File: config.mk
export PLATFORM = sky130hd
export DESIGN_NAME = jtag_tap_ctrl
export DESIGN_NICKNAME = d
export VERILOG_FILES = /design/src/rtl/jtag_tap_ctrl.sv
export SDC_FILE = /design/constraint.sdc
export NUM_CORES = 1
export LEC_CHECK = 0
export BUFFER_PORTS_ARGS = -buffer_cell sky130_fd_sc_hd__buf_2
export CORE_ASPECT_RATIO = 1.5
export CORE_MARGIN = 1
export CORE_UTILIZATION = 30
export CTS_CLUSTER_SIZE = 28
export DETAILED_ROUTE_END_ITERATION = 6
export PLACE_DENSITY = 0.54
export SYNTH_ARGS = -nofsm -noshare
export SYNTH_HDL_FRONTEND = slang
export SYNTH_SLANG_ARGS = --single-unit
File: constraint.sdc
create_clock -name TCK -period 3.54 [get_ports TCK]
set_input_delay 0.531 -clock TCK [delete_from_list [all_inputs] [get_ports TCK]]
set_output_delay 0.531 -clock TCK [all_outputs]
set_load 0.01 [all_outputs]
File: src/rtl/jtag_tap_ctrl.sv
// jtag_tap_ctrl: IEEE 1149.1 TAP controller with the 16-state FSM, instruction register, decode, bypass and TDO mux.
// Optional macro TAP_STATE_PORT_EN exposes the raw state register on TAP_STATE using the standard 4-bit encoding.
module jtag_tap_ctrl #(
  parameter int                  IR_WIDTH   = 4,
  parameter logic [IR_WIDTH-1:0] IR_CAPTURE = 4'b0101,
  parameter logic [IR_WIDTH-1:0] IR_RESET   = 4'b0101
) (
  input  logic       TCK,
  input  logic       TRST,
  input  logic       TMS,
  input  logic       TDI,
  output logic       TDO,
  output logic       TDO_EN,
  output logic       ENABLE,
  output logic       CAPTUREDR,
  output logic       SHIFTDR,
  output logic       UPDATEDR,
  input  logic       BSR_TDO,
  input  logic       ID_REG_TDO,
  input  logic       USER_REG_TDO,
  output logic       BYPASS_SELECT,
  output logic       SAMPLE_SELECT,
  output logic       EXTEST_SELECT,
  output logic       INTEST_SELECT,
  output logic       RUNBIST_SELECT,
  output logic       CLAMP_SELECT,
  output logic       IDCODE_SELECT,
  output logic       USERCODE_SELECT,
  output logic       HIGHZ_SELECT
`ifdef TAP_STATE_PORT_EN
  ,
  output logic [3:0] TAP_STATE
`endif
);

`ifdef TAP_STATE_PORT_EN
  typedef enum logic [3:0] {
    TLR    = 4'hF, RTI    = 4'hC, SEL_DR = 4'h7, CAP_DR = 4'h6,
    SH_DR  = 4'h2, EX1_DR = 4'h1, PAU_DR = 4'h3, EX2_DR = 4'h0,
    UPD_DR = 4'h5, SEL_IR = 4'h4, CAP_IR = 4'hE, SH_IR  = 4'hA,
    EX1_IR = 4'h9, PAU_IR = 4'hB, EX2_IR = 4'h8, UPD_IR = 4'hD
  } state_t;
`else
  typedef enum logic [3:0] {
    TLR, RTI, SEL_DR, CAP_DR, SH_DR, EX1_DR, PAU_DR, EX2_DR,
    UPD_DR, SEL_IR, CAP_IR, SH_IR, EX1_IR, PAU_IR, EX2_IR, UPD_IR
  } state_t;
`endif

  localparam logic [IR_WIDTH-1:0] OP_EXTEST   = IR_WIDTH'(0);
  localparam logic [IR_WIDTH-1:0] OP_SAMPLE   = IR_WIDTH'(1);
  localparam logic [IR_WIDTH-1:0] OP_INTEST   = IR_WIDTH'(2);
  localparam logic [IR_WIDTH-1:0] OP_RUNBIST  = IR_WIDTH'(3);
  localparam logic [IR_WIDTH-1:0] OP_CLAMP    = IR_WIDTH'(4);
  localparam logic [IR_WIDTH-1:0] OP_IDCODE   = IR_WIDTH'(5);
  localparam logic [IR_WIDTH-1:0] OP_USERCODE = IR_WIDTH'(6);
  localparam logic [IR_WIDTH-1:0] OP_HIGHZ    = IR_WIDTH'(7);

  state_t              state;
  logic [IR_WIDTH-1:0] ir_sr;
  logic [IR_WIDTH-1:0] ir;
  logic                bypass;
  logic                dr_tdo;

  // Rising edge: state transitions, IR shift stage and bypass bit
  always_ff @(posedge TCK or posedge TRST) begin
    if (TRST) begin
      state  <= TLR;
      ir_sr  <= '0;
      bypass <= 1'b0;
    end else begin
      case (state)
        CAP_IR:  ir_sr  <= IR_CAPTURE;
        SH_IR:   ir_sr  <= {TDI, ir_sr[IR_WIDTH-1:1]};
        CAP_DR:  bypass <= 1'b0;
        SH_DR:   bypass <= TDI;
        default: ;
      endcase
      case (state)
        TLR:     state <= TMS ? TLR    : RTI;
        RTI:     state <= TMS ? SEL_DR : RTI;
        SEL_DR:  state <= TMS ? SEL_IR : CAP_DR;
        CAP_DR:  state <= TMS ? EX1_DR : SH_DR;
        SH_DR:   state <= TMS ? EX1_DR : SH_DR;
        EX1_DR:  state <= TMS ? UPD_DR : PAU_DR;
        PAU_DR:  state <= TMS ? EX2_DR : PAU_DR;
        EX2_DR:  state <= TMS ? UPD_DR : SH_DR;
        UPD_DR:  state <= TMS ? SEL_DR : RTI;
        SEL_IR:  state <= TMS ? TLR    : CAP_IR;
        CAP_IR:  state <= TMS ? EX1_IR : SH_IR;
        SH_IR:   state <= TMS ? EX1_IR : SH_IR;
        EX1_IR:  state <= TMS ? UPD_IR : PAU_IR;
        PAU_IR:  state <= TMS ? EX2_IR : PAU_IR;
        EX2_IR:  state <= TMS ? UPD_IR : SH_IR;
        UPD_IR:  state <= TMS ? SEL_DR : RTI;
        default: state <= TLR;
      endcase
    end
  end

  assign CAPTUREDR = (state == CAP_DR);
  assign SHIFTDR   = (state == SH_DR);
  assign UPDATEDR  = (state == UPD_DR);
  assign ENABLE    = (state inside {CAP_DR, SH_DR, EX1_DR, PAU_DR, EX2_DR, UPD_DR});

`ifdef TAP_STATE_PORT_EN
  assign TAP_STATE = state;
`endif

  always_comb begin
    BYPASS_SELECT   = 1'b0;
    SAMPLE_SELECT   = 1'b0;
    EXTEST_SELECT   = 1'b0;
    INTEST_SELECT   = 1'b0;
    RUNBIST_SELECT  = 1'b0;
    CLAMP_SELECT    = 1'b0;
    IDCODE_SELECT   = 1'b0;
    USERCODE_SELECT = 1'b0;
    HIGHZ_SELECT    = 1'b0;
    case (ir)
      OP_EXTEST:   EXTEST_SELECT   = 1'b1;
      OP_SAMPLE:   SAMPLE_SELECT   = 1'b1;
      OP_INTEST:   INTEST_SELECT   = 1'b1;
      OP_RUNBIST:  RUNBIST_SELECT  = 1'b1;
      OP_CLAMP:    CLAMP_SELECT    = 1'b1;
      OP_IDCODE:   IDCODE_SELECT   = 1'b1;
      OP_USERCODE: USERCODE_SELECT = 1'b1;
      OP_HIGHZ:    HIGHZ_SELECT    = 1'b1;
      default:     BYPASS_SELECT   = 1'b1;
    endcase
  end

  // CLAMP and HIGHZ fall through to the bypass bit along with undefined codes
  always_comb begin
    if (IDCODE_SELECT)
      dr_tdo = ID_REG_TDO;
    else if (USERCODE_SELECT)
      dr_tdo = USER_REG_TDO;
    else if (EXTEST_SELECT || SAMPLE_SELECT || INTEST_SELECT || RUNBIST_SELECT)
      dr_tdo = BSR_TDO;
    else
      dr_tdo = bypass;
  end

  // Falling edge: instruction update, TDO and its pad enable
  always_ff @(negedge TCK or posedge TRST) begin
    if (TRST) begin
      ir     <= IR_RESET;
      TDO    <= 1'b0;
      TDO_EN <= 1'b0;
    end else begin
      if (state == TLR)
        ir <= IR_RESET;
      else if (state == UPD_IR)
        ir <= ir_sr;
      if (state == SH_IR)
        TDO <= ir_sr[0];
      else if (state == SH_DR)
        TDO <= dr_tdo;
      TDO_EN <= (state == SH_IR) || (state == SH_DR);
    end
  end

endmodule

* After elaboration in Yosys (flattened, before gate mapping) *
Cells that the tools add are included.

storage, ports and cells
  bits in registers = 15
  bits in latches = 0
  RAM bits = 0
  bits in read-only memories = 0
  input bits = 7
  output and inout port bits = 15
  logic and storage cells = 74
  memories = 0

operators by class
  add/subtract/negate cells = 0
  multiply operators = 0
  div/mod/pow operators = 0
  order comparisons = 0
  equal/unequal tests = 22
  shifts and indexed selects = 0
  multiplexer cells = 31
  bitwise operators = 0
  reductions and logical operators = 15

operators by type and width
  cell                                                                    count
  4-bit one-hot mux with 12 select lines                                  1
  4-bit by 3-bit equality test with 1-bit output (second input constant)  8
  4-bit equality test (second input constant)                             8
  4-bit two-way mux                                                       6
  1-bit two-way mux                                                       17
  4-bit by 2-bit equality test with 1-bit output (second input constant)  4
  4-bit by 1-bit equality test with 1-bit output (second input constant)  2
  4-bit zero test                                                         2
  4-bit one-hot mux with 2 select lines                                   1
  2-bit nonzero test                                                      4
  8-bit OR reduction                                                      1
  2-bit two-way mux                                                       3
  3-bit two-way mux                                                       2
  6-bit nonzero test                                                      1
  1-bit logical OR                                                        4
  2-bit OR reduction                                                      2
  3-bit OR reduction                                                      1
  1-bit one-hot mux with 2 select lines                                   1

* Depth between registers and ports, before layout *
  word-level depth = 10
  mapped depth = 6
  depth with buffers taken out = 5

==> qor.txt <==
most instantiated flip-flop cell in the synthesis netlist: dfrtp_1
hold slack: 0.336 ns
share of synthesized area occupied by flip-flops and latches: 0.379
synthesis-to-layout area growth: 24.8%
pin count of the biggest net entering global routing: 16
area fraction of the dominant cell type after synthesis: 0.226
Overflow after GRT: 0
worst voltage drop across the vdd grid: 455 uV
clk buf depth: 2
share of cells above drive strength 1: 0.342
synthesized netlist cell count: 127
Async S/R FF share, synth: 1.00
count of state elements after synthesis: 15
via/cell ratio: 5.29
I/O pin cnt: 22
number of hold violations in the final report: 0
clock-pin slew of the registers on the worst-case setup and hold paths: 0.06 ns
CP arrival: 3.11 ns
max-slew violation count: 0
1st-iter DRT viols: 42
floorplan core area: 3160 um^2
H-tree depth: 1
count of unresolved DRC violations after routing: 0
list of cells traversed by the critical path: or2b_1, nor2_2, buf_2
Std-Cell Rows: 25
violations in the final reports: setup timing
number of standard cells in the layout, taps in and fillers out: 192
crit-path max FO: 2
number of max-cap violations: 0
Hold Crit Class: in2async
Power Density: 794 nW/um^2
die width: 49.1 um
total vias in the final route: 1016
Inserted Diodes: 0
sort of element at the end of the critical path: output port
final net count: 160
Startpoint Class: flop
Synth area leader: dfrtp_1
Die Footprint: 3560 um^2
actual transition at the worst max-transition pin: 0.570 ns
Final GP Congestion: 0.742
leading post-synthesis cells by cell area: dfrtp_1 (23%), dfrtn_1 (10%), nor2_1 (5.6%)
clock network latency to the later pin of the worst-skew pair: 0.31 ns
clock tree from TritonCTS: yes
family with the most delay on the worst path: flip-flops
number of buffers inserted during clock tree synthesis: 3
setup violators final: 8
antenna violations before repair: 0
status: finished, violations left
Largest stage delay, worst path: 0.51 ns
total detailed-routing wirelength: 2500 um
worst setup skew after layout: 0.0694 ns
routed wirelength normalized by instance count: 13.0 um
number of enable flip-flop cells after synthesis: 0
Relative slew margins: 0.619
first drt pass iteration count: 4
FILL cells: 332
launch point of the worst reg-to-reg path: state[0]
static power due to leakage: 0.585 nW
final-layout setup total negative slack: -0.418 ns
Netlist Area Pre-Place: 997 um^2
worst setup margin: -0.100 ns
number of input and output port buffers inserted: 21
required time of the critical path: 3.01 ns
clock sinks: 15
initial core utilization: 0.316
cell chosen for the clock root: clkbuf_8
global-route wire length before repair: 4060 um
Yosys warning count: 0
Inst Count DP: 181
most frequent cells after synthesis: nor2_1 (15), nand2_1 (14), buf_2 (9), dfrtp_1 (9)
post-synthesis cell type count: 39
critical setup path kind: reg2out
via count of the first global-routing pass: 929
end-of-flow core utilization: 0.394
master of the slowest instance on the critical path: dfstp_2
sum of buffers and inverters on the critical path: 1
cell with the most instances after synthesis: nor2_1
height of the die: 72.6 um
number of nets produced by synthesis: 134
total half-perimeter wirelength after legalization and detailed placement: 1830 um
count of nets left with antenna violations after detail routing: 0
setup repair after global routing missed its margin: yes
origin of the worst setup path: ir[2]
mean cell area of the mapped netlist: 7.85 um^2
combined global-route utilization of all metal layers: 0.144
total design power: 989 uW
[layer usage]
layer	GRT usage	part of all wire	wire, um
met1	0.167	0.41	1040
met2	0.277	0.54	1360
met3	0.0188	0.038	94
met4	0.0294	0.0048	12
met5	0	0	0
[cells by family (layout without fill, tap and decap cells)]
family | after synthesis | in the layout | share of synthesized area
buffers and inverters | 19 | 44 | 0.102
AND/OR/NAND/NOR | 55 | 55 | 0.276
AO/OA/AOI/OAI | 38 | 38 | 0.243
flip-flops | 15 | 15 | 0.379
[final cells by class]
type / count / area [um^2] / area share
Multi-Input combinational cell: 93 / 551 / 0.442
Sequential cell: 15 / 378 / 0.304
Timing Repair Buffer: 33 / 195 / 0.157
Tap cell: 40 / 50.0 / 0.0402
Clock buffer: 4 / 45.0 / 0.0362
Inverter: 5 / 18.8 / 0.0151
Clock inverter: 2 / 7.51 / 0.00603
[per-stage QoR]
stage               worst slack [ns]  area (um^2)
floorplan                      0.123          997
global placement               0.146         1120
detailed placement             0.119         1120
CTS                           -0.104         1200
global route                  -0.165         1240
finish                        -0.100         1240
[sequential cells by signal, indices dropped and copies added, names as in the netlist]
| register | flops |
|---|---|
| ir | 4 |
| ir_sr | 4 |
| state | 4 |
| TDO | 1 |
| TDO_EN | 1 |
| bypass | 1 |
[layout by cell type (no fill, tap or decap), types with 2 or more instances in the layout]
cell / instances
dfrtp_1: 9
nor2_2: 2
nor3_2: 3
a22oi_1: 2
nor2b_1: 2
dfstp_2: 2
o22ai_1: 3
o21ai_1: 8
nand2_1: 13
clkbuf_8: 3
inv_2: 3
a21oi_1: 7
nand3_1: 4
nand2b_4: 2
a31oi_1: 2
nor2_1: 13
o21ai_0: 6
buf_4: 12
nor3_1: 5
nand2b_1: 2
dfrtn_1: 4
inv_1: 4
buf_2: 21
[power breakdown]
| group | total (mW) | internal (mW) | switching (mW) |
|---|---|---|---|
| clock network | 0.144 | 0.0825 | 0.0617 |
| logic | 0.516 | 0.229 | 0.287 |
| registers | 0.328 | 0.239 | 0.0894 |
| total | 0.989 | 0.550 | 0.438 |
[worst paths after layout]
check                           slack (ns)  cells after the start            end
worst min-delay path                  0.34                      2         bypass
worst max-delay path                 -0.10                      3  IDCODE_SELECT
worst min register to register        0.53                      2       ir_sr[1]
worst max register to register        0.39                      4            TDO
min in group TCK                      0.53                      2       ir_sr[1]
max in group asynchronous             1.11                      2          ir[0]
[timing repair]
action / in CTS / in global routing
setup endpoints to repair: 6 / 8
hold buffers: 0 / 0
pin swaps: 0 / 1
resized for setup: 3 / 5
buffers inserted: 3 / 3
No activity file was read; power rests on OpenSTA's default activity.
